`src/rtl/rr_decoder_sched.sv`:
```
// Round-robin owner scheduler driving a decoder4x16 enable/select pair; one-cycle gap between owners.
// Optional grant-hold timeout compiled in with RR_TIMEOUT_EN (limit set by MAX_HOLD).
module rr_decoder_sched #(
   parameter int MAX_HOLD = 15
) (
   input  logic        clk,
   input  logic        rst,
   input  logic [15:0] req,
   input  logic        done,
   output logic        dec_enable,
   output logic [3:0]  dec_sel,
   output logic        busy,
   output logic        timeout
);

   typedef enum logic [1:0] {S_IDLE, S_GRANT, S_GAP} state_t;

   if (MAX_HOLD < 1 || MAX_HOLD > 255) begin : g_bad_hold
      $error("rr_decoder_sched: MAX_HOLD must be 1..255");
   end

   state_t      state_q, state_d;
   logic [3:0]  ptr_q, ptr_d;
   logic [3:0]  sel_q, sel_d;
   logic        en_q, en_d;
   logic        to_q, to_d;
   logic        win_vld;
   logic [3:0]  win_idx;
   logic [3:0]  cand;
   logic        expire;

   // Scan from the farthest offset down so the offset closest to ptr is the last to land.
   always_comb begin
      win_vld = 1'b0;
      win_idx = ptr_q;
      cand    = ptr_q;
      for (int i = 15; i >= 0; i--) begin
         cand = ptr_q + 4'(i);
         if (req[cand]) begin
            win_vld = 1'b1;
            win_idx = cand;
         end
      end
   end

`ifdef RR_TIMEOUT_EN
   logic [7:0] cnt_q, cnt_d;

   assign cnt_d  = (state_q == S_GRANT) ? cnt_q + 8'd1 : 8'd0;
   assign expire = (state_q == S_GRANT) && (cnt_q == 8'(MAX_HOLD - 1));

   always_ff @(posedge clk or posedge rst) begin
      if (rst) cnt_q <= 8'd0;
      else     cnt_q <= cnt_d;
   end
`else
   assign expire = 1'b0;
`endif

   always_comb begin
      state_d = state_q;
      ptr_d   = ptr_q;
      sel_d   = sel_q;
      to_d    = 1'b0;
      case (state_q)
         S_IDLE, S_GAP: begin
            if (win_vld) begin
               state_d = S_GRANT;
               sel_d   = win_idx;
               ptr_d   = win_idx + 4'd1;
            end else begin
               state_d = S_IDLE;
            end
         end
         S_GRANT: begin
            // A genuine release (done or withdrawal) takes precedence over expiry.
            if (done || !req[sel_q]) begin
               state_d = S_GAP;
            end else if (expire) begin
               state_d = S_GAP;
               to_d    = 1'b1;
            end
         end
         default: state_d = S_IDLE;
      endcase
   end

   assign en_d = (state_d == S_GRANT);

   always_ff @(posedge clk or posedge rst) begin
      if (rst) begin
         state_q <= S_IDLE;
         ptr_q   <= 4'd0;
         sel_q   <= 4'd0;
         en_q    <= 1'b0;
         to_q    <= 1'b0;
      end else begin
         state_q <= state_d;
         ptr_q   <= ptr_d;
         sel_q   <= sel_d;
         en_q    <= en_d;
         to_q    <= to_d;
      end
   end

   assign dec_enable = en_q;
   assign busy       = en_q;
   assign dec_sel    = sel_q;
   assign timeout    = to_q;

endmodule

```
`config.mk`:
```
export PLATFORM = sky130hd
export DESIGN_NAME = rr_decoder_sched
export DESIGN_NICKNAME = d
export VERILOG_FILES = /design/src/rtl/rr_decoder_sched.sv
export SDC_FILE = /design/constraint.sdc
export NUM_CORES = 1
export LEC_CHECK = 0
export BUFFER_PORTS_ARGS = -buffer_cell sky130_fd_sc_hd__buf_2
export CAP_MARGIN = 20
export CORE_ASPECT_RATIO = 0.6
export CORE_UTILIZATION = 60
export CTS_CLUSTER_SIZE = 30
export DETAILED_ROUTE_END_ITERATION = 10
export PLACE_DENSITY = 0.81
export SETUP_SLACK_MARGIN = 0.5
export SLEW_MARGIN = 10
export SYNTH_ARGS = -nofsm -noshare
export SYNTH_HDL_FRONTEND = slang
export SYNTH_SLANG_ARGS = --single-unit
```
`constraint.sdc`:
```
create_clock -name clk -period 6.1 [get_ports clk]
set_input_delay 1.22 -clock clk [delete_from_list [all_inputs] [get_ports clk]]
set_output_delay 1.22 -clock clk [all_outputs]
set_load 0.02 [all_outputs]
```
==> impl_metrics.ini, run 1 <==
[critical_path]
arrival_ns = 5.03
crit_path_start_kind = flip-flop
cp_num_buf_inv = 2
crit_fanout = 25
critical-path-slowest-cell = ha_1
worst_setup_path_end_kind = flip-flop
critical_path_class = flip-flop to flip-flop
critPathMaxStageDelay_ns = 0.95
r2r_slack_ns = 1.20
cp_top_family = multiplexers
worstPathRequired_ns = 6.23
worstPathCellList = buf_4 > inv_1 > ha_1 > mux2_1 > mux4_2 > mux2i_2 > mux2_2 > a211oi_1 > o2111ai_1 > o21ai_1 > nand3_1 > mux2i_1 > o2bb2ai_1

[synth]
ys_seq_area_frac = 0.0973
syn_area_um2 = 2830
async_flop_share = 1.00
syn_nets = 329
ys_ff_latch = 11
yosys_most_used_dff = dfrtp_1
synth_cell_types = 71
synth_edf_count = 0
synth_cells = 302
synth_warnings = 0
synth.avg_cell_area_um2 = 9.37

[global_routing]
overflow = 0
track_usage = 0.351
grt_max_degree = 27
grt_pass1_vias = 2539
grt_pass1_wl_um = 13600
grt_antenna_before_repair = 0

[timing]
tns_ns = 0
final_hold_viol_count = 0
tightestPinTransition_ns = 0.962
setup_violations = 0
rsz0062_at_grt = no
maxClockFrequency_mhz = 204
min_period_over_period = 0.803
finalClockSkew_ns = 0.00390
final.min_clock_period_ns = 4.90
timing.slew.headroom = 0.358
finalMaxSlewViolations = 0

[final_layout]
drive_gt1_frac = 0.297
syn_to_final_growth_pct = 5.88
antenna_cells = 0
nets = 345
final_common_cell = nand2_1
most-common-layout-cells = nand2_1 (32), mux4_2 (28), buf_2 (24)
fillerInstances = 329

[detailed_routing]
routedWlPerCell_um = 22.6
via_per_inst = 7.39
drt-initial-drc-count = 286
antenna_left = 0
via_count = 2785
remaining_drc_errors = 0
wl_um = 8510
drt_pass1_iterations = 5

[clock_tree]
cts_tree = built
worst_skew_pair.late_latency_ns = 0.25
htreeDepth = 1
clkSinkCount = 11
cts_hold_buffers = 0
cts_setup_buffers = 0
cts-resized-gates = 0
cts_buffers = 3
clk_pin_slew_worst_paths_ns = 0.05
cts_root_buf = clkbuf_8
cts.path.max_buffers = 2

[placed_design]
hpwl_um = 6730
routabilityCongestion = 0.972
io_buffers = 24

[floorplanning]
pin_count = 26
die_area_um2 = 5000
die_h_um = 55.2
start_util = 0.658
core.rowCount = 18
dieWidth_um = 90.7
core_um2 = 4300

[job]
maxCapViolCount = 0

[hold_path]
hp-class = flip-flop to flip-flop

[run_status]
status = completed
## kinds of logic after synthesis
| logic type | after synthesis | synth area share |
|---|---|---|
| adders and majority gates | 8 | 0.0354 |
| xor gates and xnor gates | 14 | 0.0513 |
| other | 1 | 0.00132 |
| and+or+nand+nor | 86 | 0.147 |
| AOI/OAI and AO/OA | 74 | 0.187 |
| DFF | 11 | 0.0973 |
| buffers and inverters | 28 | 0.0526 |
| muxes | 80 | 0.429 |
## stage by stage
| step | hold WS (ns) | area (um2) | worst slack (ns) | util | cells |
|---|---|---|---|---|---|
| after CTS | 0.523 | 2990 | 1.30 | 0.695 | 376 |
| after detailed placement | 0.514 | 2940 | 1.30 | 0.684 | 372 |
| final | 0.532 | 3000 | 1.20 | 0.697 | 377 |
| after global placement | 0.498 | 2940 | 1.49 | 0.684 | 372 |
| after floorplan | 0.474 | 2830 | 1.81 | - | 302 |
| after global routing | 0.548 | 3000 | 0.915 | 0.697 | 377 |
## sequential cells by signal, summed over array words and instances, names as in the netlist
| name | cells |
|---|---|
| dec_sel | 4 |
| state_q | 2 |
| ptr_q | 4 |
| busy | 1 |
## synth_stat cells, types with 3 or more instances
library cell,instances,share of area
mux2_2,18,0.072
mux2_1,9,0.036
xor2_2,3,0.017
xor2_1,5,0.015
a221oi_1,3,0.0093
a21oi_1,9,0.016
nor2_1,18,0.024
buf_6,3,0.012
and3_1,3,0.0066
ha_1,8,0.035
nand2b_1,4,0.0088
clkbuf_1,4,0.0053
o22ai_1,3,0.0066
nor2b_1,3,0.0066
buf_4,4,0.011
dfrtp_1,11,0.097
a22oi_1,3,0.0080
buf_2,5,0.0088
mux2i_1,20,0.071
o21ai_1,7,0.012
o21ai_0,9,0.016
inv_1,8,0.011
mux4_2,28,0.22
a211oi_1,6,0.016
nand2_1,32,0.042
o31ai_1,3,0.0080
mux2i_2,3,0.015
a31oi_1,4,0.0088
xnor2_1,6,0.019
nor3_1,7,0.012
nand3_1,5,0.0088
## worst min-delay path: cells and delay by family (launching register included)
| family | cells | cell delay, ns |
|---|---|---|
| buffers and inverters | 1 | 0.06 |
| flip-flops | 1 | 0.32 |
| AND/OR/NAND/NOR | 2 | 0.11 |
## worst paths after layout
check | from | end | cells after the start
hold reg to reg | state_q[1] | state_q[1] | 3
min in group asynchronous | rst | ptr_q[2] | 2
setup reg to reg | ptr_q[1] | ptr_q[3] | 13
setup / recovery | ptr_q[1] | ptr_q[3] | 13
max in group asynchronous | rst | busy | 2
hold / removal | state_q[1] | state_q[1] | 3
## area by class of cell
class / count / area, um2 / area share
multi-input cells: 263 / 2410 / 0.803
flip-flops and latches: 11 / 275 / 0.0919
well taps: 60 / 75.1 / 0.0251
inverters: 10 / 37.5 / 0.0125
repair buffers: 29 / 158 / 0.0526
clock buffers: 4 / 45.0 / 0.0150
## routing by layer
| layer | up-vias | routed length (um) | GRT usage |
|---|---|---|---|
| li1 | 1217 | - | - |
| met1 | 1332 | 3670 | 0.528 |
| met2 | 219 | 3560 | 0.499 |
| met3 | 17 | 1170 | 0.0882 |
| met4 | 0 | 113 | 0.0806 |
| met5 | - | 0 | 0.0521 |
Power of run 1 is left out: the tool's default activity adds up to more than one toggle a clock period on the data nets, which glitch-free logic cannot reach.
==> inputs of run 2 (changes only) <==
--- a/config.mk
+++ b/config.mk
@@ -5,13 +5,14 @@
 export SDC_FILE = /design/constraint.sdc
 export NUM_CORES = 1
 export LEC_CHECK = 0
+export ABC_AREA = 1
 export BUFFER_PORTS_ARGS = -buffer_cell sky130_fd_sc_hd__buf_2
 export CAP_MARGIN = 20
 export CORE_ASPECT_RATIO = 0.6
 export CORE_UTILIZATION = 60
 export CTS_CLUSTER_SIZE = 30
 export DETAILED_ROUTE_END_ITERATION = 10
-export PLACE_DENSITY = 0.81
+export PLACE_DENSITY = 0.82
 export SETUP_SLACK_MARGIN = 0.5
 export SLEW_MARGIN = 10
 export SYNTH_ARGS = -nofsm -noshare
==> constraint.sdc (replaced) <==
create_clock -name clk -period 4.7 [get_ports clk]
set_input_delay 0.94 -clock clk [delete_from_list [all_inputs] [get_ports clk]]
set_output_delay 0.94 -clock clk [all_outputs]
set_load 0.02 [all_outputs]
==> impl_metrics.ini, run 2 <==
[synth]
synth_edf_count = 0
synth_warnings = 0
synth.avg_cell_area_um2 = 5.49
synth_top_area_share = 0.248
ys_seq_area_frac = 0.115
synth_top_area_cell = nand2_1
yosys_most_used_dff = dfrtp_1
syn_area_um2 = 2390
synth_cells = 435
netlist_top_cells_count = nand2_1 (158), nand3_1 (70), inv_1 (42)
synth_cell_types = 40
ys_ff_latch = 11
ys_top_cells_by_area = nand2_1 (25%), nand3_1 (15%), dfrtp_1 (12%)
synth.most_common_cell = nand2_1
syn_nets = 462
async_flop_share = 1.00

[critical_path]
rr_startpoint = ptr_q[0]
rr_worst_depth = 26
critical-path-slowest-cell = ha_1
cp_top_family = simple AND/OR/NAND/NOR gates
crit_fanout = 21
worstPathRequired_ns = 4.80
cp_num_buf_inv = 3
critical_path_class = flip-flop to flip-flop
r2r_slack_ns = 0.92
crit_path_start_kind = flip-flop
r2r-end = ptr_q[2]
path_common_cell = nand2_1
critPathMaxStageDelay_ns = 0.52
worst_setup_path_end_kind = flip-flop
arrival_ns = 3.88

[global_routing]
grt_max_degree = 22
grt_antenna_before_repair = 0
grt_pass1_wl_um = 12000
overflow = 0
grt_pass1_vias = 2459
track_usage = 0.364

[hold_path]
hp-class = flip-flop to flip-flop
worstHoldEndpoint = state_q[1]
worstHoldPathCells = 2
hp-start = state_q[1]

[timing]
hold_ws_ns = 0.518
final.min_clock_period_ns = 3.78
timing.slew.headroom = 0.656
final_hold_viol_count = 0
rsz0062_at_grt = no
finalClockSkew_ns = 0.00493
tightestPinTransition_ns = 0.511
setup_violations = 0
maxClockFrequency_mhz = 265
min_period_over_period = 0.804
finalMaxSlewViolations = 0
tns_ns = 0

[final_layout]
stdcell_area_um2 = 2530
multi_input_area_um2 = 1810
drive_gt1_frac = 0.170
most-common-layout-cells = nand2_1 (158), nand3_1 (70), inv_1 (42)
syn_to_final_growth_pct = 5.76
nets = 480
final_common_cell = nand2_1
regArea_um2 = 277
antenna_cells = 0
stdcell_count = 499
fillerInstances = 364

[floorplanning]
core.rowCount = 17
dieWidth_um = 83.5
pin_count = 26
start_util = 0.638
die_h_um = 50.9
die_area_um2 = 4250
core_um2 = 3740

[clock_tree]
cts.path.max_buffers = 2
worst_skew_pair.late_latency_ns = 0.24
cts_tree = built
cts_hold_buffers = 0
clk_pin_slew_worst_paths_ns = 0.05
cts_root_buf = clkbuf_8
cts_buffers = 3
clkSinkCount = 11
htreeDepth = 1
cts_setup_buffers = 0

[detailed_routing]
antenna_left = 0
routedWlPerCell_um = 15.2
via_per_inst = 5.85
drt-initial-drc-count = 274
via_count = 2921
remaining_drc_errors = 0
wl_um = 7560
drt_pass1_iterations = 5

[placed_design]
routabilityCongestion = 1.02
hpwl_um = 6070
dp.cells = 495
placedInstanceArea_um2 = 2480
io_buffers = 24

[job]
maxCapViolCount = 0

[run_status]
status = completed
==> run 2: logic make-up (layout without fill, tap and decap cells) <==
family | Yosys count | count (layout) | share of synthesized area
DFF | 11 | 11 | 0.115
muxes | 1 | 1 | 0.00419
and+or+nand+nor | 278 | 278 | 0.515
xor gates and xnor gates | 7 | 7 | 0.0445
adders and majority gates | 8 | 8 | 0.0419
other | 1 | 1 | 0.00157
buffers and inverters | 67 | 84 | 0.129
AOI/OAI and AO/OA | 62 | 62 | 0.149
==> run 2: final cells by class <==
type | count | area share
repair buffers | 27 | 0.0564
clock buffers | 4 | 0.0178
well taps | 47 | 0.0233
multi-input cells | 357 | 0.714
inverters | 53 | 0.0787
flip-flops and latches | 11 | 0.109
==> run 2: per-stage QoR <==
stage	worst slack [ns]	util
after CTS	0.916	0.675
after global placement	1.10	0.663
after global routing	0.545	0.675
after floorplan	1.65	-
after detailed placement	0.967	0.663
final	0.921	0.675
==> run 2: metal layers <==
layer,up-vias,GRT usage,wire (um)
li1,1434,-,-
met1,1333,0.549,3530
met2,144,0.537,3050
met3,10,0.0840,904
met4,0,0.0480,74
met5,-,0,0
==> run 2: worst max path at each step <==
stage                  start        to  slack, ns  depth (start not counted)
CTS                 ptr_q[1]  ptr_q[2]       0.92                         28
global placement    ptr_q[1]  ptr_q[1]       1.10                         28
finish              ptr_q[0]  ptr_q[2]       0.92                         26
floorplan           ptr_q[1]  ptr_q[2]       1.65                         30
global route        ptr_q[0]  ptr_q[2]       0.54                         26
detailed placement  ptr_q[1]  ptr_q[2]       0.97                         28
==> run 2: timing repair <==
item	4_1_cts	5_1_grt
endpoints found under the hold margin	0	0
resized for setup	0	1
setup endpoints to repair	0	2
==> run 2: tightest hold or removal path, cell delays in order, from the launching register on <==
cell     delay, ns
dfrtp_1       0.32
or2_2         0.12
nor2_1        0.05
Power of run 2 is left out for the same reason.
==> inputs of run 3 (changes only) <==
==> constraint.sdc (replaced) <==
create_clock -name clk -period 3.96 [get_ports clk]
set_input_delay 0.792 -clock clk [delete_from_list [all_inputs] [get_ports clk]]
set_output_delay 0.792 -clock clk [all_outputs]
set_load 0.02 [all_outputs]
==> impl_metrics.ini, run 3 (same netlist as run 2, synthesis figures left out) <==
[critical_path]
critPathMaxStageDelay_ns = 0.40
critical_path_class = flip-flop to flip-flop
worst_setup_path_end_kind = flip-flop
rr_worst_depth = 29
worstSetupEndpoint = ptr_q[2]
worstPathRequired_ns = 4.07
critical-path-slowest-cell = ha_1
r2r_slack_ns = 0.72
crit_start = ptr_q[1]
arrival_ns = 3.35
rr_startpoint = ptr_q[1]
crit_path_start_kind = flip-flop
path_common_cell = nand2_1
crit_fanout = 7
r2r-end = ptr_q[2]

[detailed_routing]
drt-initial-drc-count = 392
routedWlPerCell_um = 15.4
wl_um = 7900
drt_pass1_iterations = 6
remaining_drc_errors = 0
via_per_inst = 5.99
antenna_left = 0
via_count = 3069

[global_routing]
grt_pass1_vias = 2473
overflow = 0
grt_use_met3 = 0.0695
top_usage_layer = met1
grt_antenna_before_repair = 0
track_usage = 0.368
grt_max_degree = 21
grt_use_met2 = 0.534
grt_use_met1 = 0.569
grt_pass1_wl_um = 12200

[floorplanning]
core_um2 = 3740
core.rowCount = 17
pin_count = 26
die_area_um2 = 4250
start_util = 0.638
die_h_um = 50.9
dieWidth_um = 83.5

[hold_path]
worstHoldPathCells = 2
hp-class = flip-flop to flip-flop

[placed_design]
io_buffers = 24
hpwl_um = 6160
routabilityCongestion = 0.972

[final_layout]
antenna_cells = 0
syn_to_final_growth_pct = 10.5
final_common_cell = nand2_1
nets = 493
most-common-layout-cells = nand2_1 (158), nand3_1 (70), inv_1 (41)
drive_gt1_frac = 0.198

[timing]
setup_violations = 0
finalMaxSlewViolations = 0
final_hold_viol_count = 0
rsz0062_at_grt = no
finalClockSkew_ns = 0.00114
final.min_clock_period_ns = 3.24
min_period_over_period = 0.818
tns_ns = 0
maxClockFrequency_mhz = 309

[clock_tree]
cts_buffers = 3
cts.path.max_buffers = 2
clkSinkCount = 11
worst_skew_pair.late_latency_ns = 0.24
htreeDepth = 1
cts_root_buf = clkbuf_8
clk_pin_slew_worst_paths_ns = 0.05
cts_tree = built

[job]
maxCapViolCount = 0

[run_status]
status = completed
## run 3: cell types whose count changed in the layout (fill, tap and decap cells not counted), sizes merged
cell	before	now
buf	27	39
clkinvlp	0	2
inv	53	52
## run 3: layout make-up
| cell class | count | area, um2 |
|---|---|---|
| multi-input cells | 357 | 1810 |
| fillers | 348 | 1100 |
| flip-flops and latches | 11 | 277 |
| repair buffers | 39 | 245 |
| inverters | 53 | 203 |
| well taps | 47 | 58.8 |
| clock buffers | 4 | 45.0 |
| repair inverters | 1 | 5.00 |
## run 3: worst min-delay path by stage
stage / startpoint / to / slack [ns]
after detailed placement: state_q[1] / state_q[1] / 0.51
after global routing: state_q[1] / state_q[1] / 0.53
after floorplan: state_q[1] / state_q[1] / 0.49
after CTS: state_q[1] / state_q[1] / 0.51
after global placement: state_q[1] / state_q[1] / 0.50
final: state_q[1] / state_q[1] / 0.51
## run 3: repair_timing
item | in CTS | in global routing
hold buffers | 0 | 0
endpoints found under the hold margin | 0 | 0
gates resized for setup | 0 | 3
setup endpoints to repair | 0 | 6
buffers inserted | 0 | 8
## run 3: worst max-delay path, delay by kind of cell (launching register included)
family	cells	cell delay, ns
DFF	1	0.36
and+or+nand+nor	20	1.39
adders and majority gates	2	0.58
xor gates and xnor gates	1	0.16
buffers and inverters	5	0.53
AOI/OAI and AO/OA	1	0.08
## run 3: metrics by stage
step / instance area (um2) / hold slack [ns] / instances / worst slack (ns) / utilization
after global placement: 2510 / 0.500 / 499 / 0.738 / 0.671
after CTS: 2560 / 0.514 / 503 / 0.649 / 0.683
after detailed placement: 2510 / 0.508 / 499 / 0.661 / 0.671
final: 2640 / 0.514 / 512 / 0.721 / 0.706
after global routing: 2640 / 0.534 / 512 / 0.531 / 0.706
after floorplan: 2390 / 0.487 / 435 / 0.907 / -
## run 3: per-layer routing
metal,up-vias,share of wire,routed length (um)
li1,1469,-,-
met1,1359,0.43,3390
met2,225,0.40,3160
met3,16,0.16,1270
met4,0,0.0095,75
met5,-,0,0
Power of run 3 is left out for the same reason.
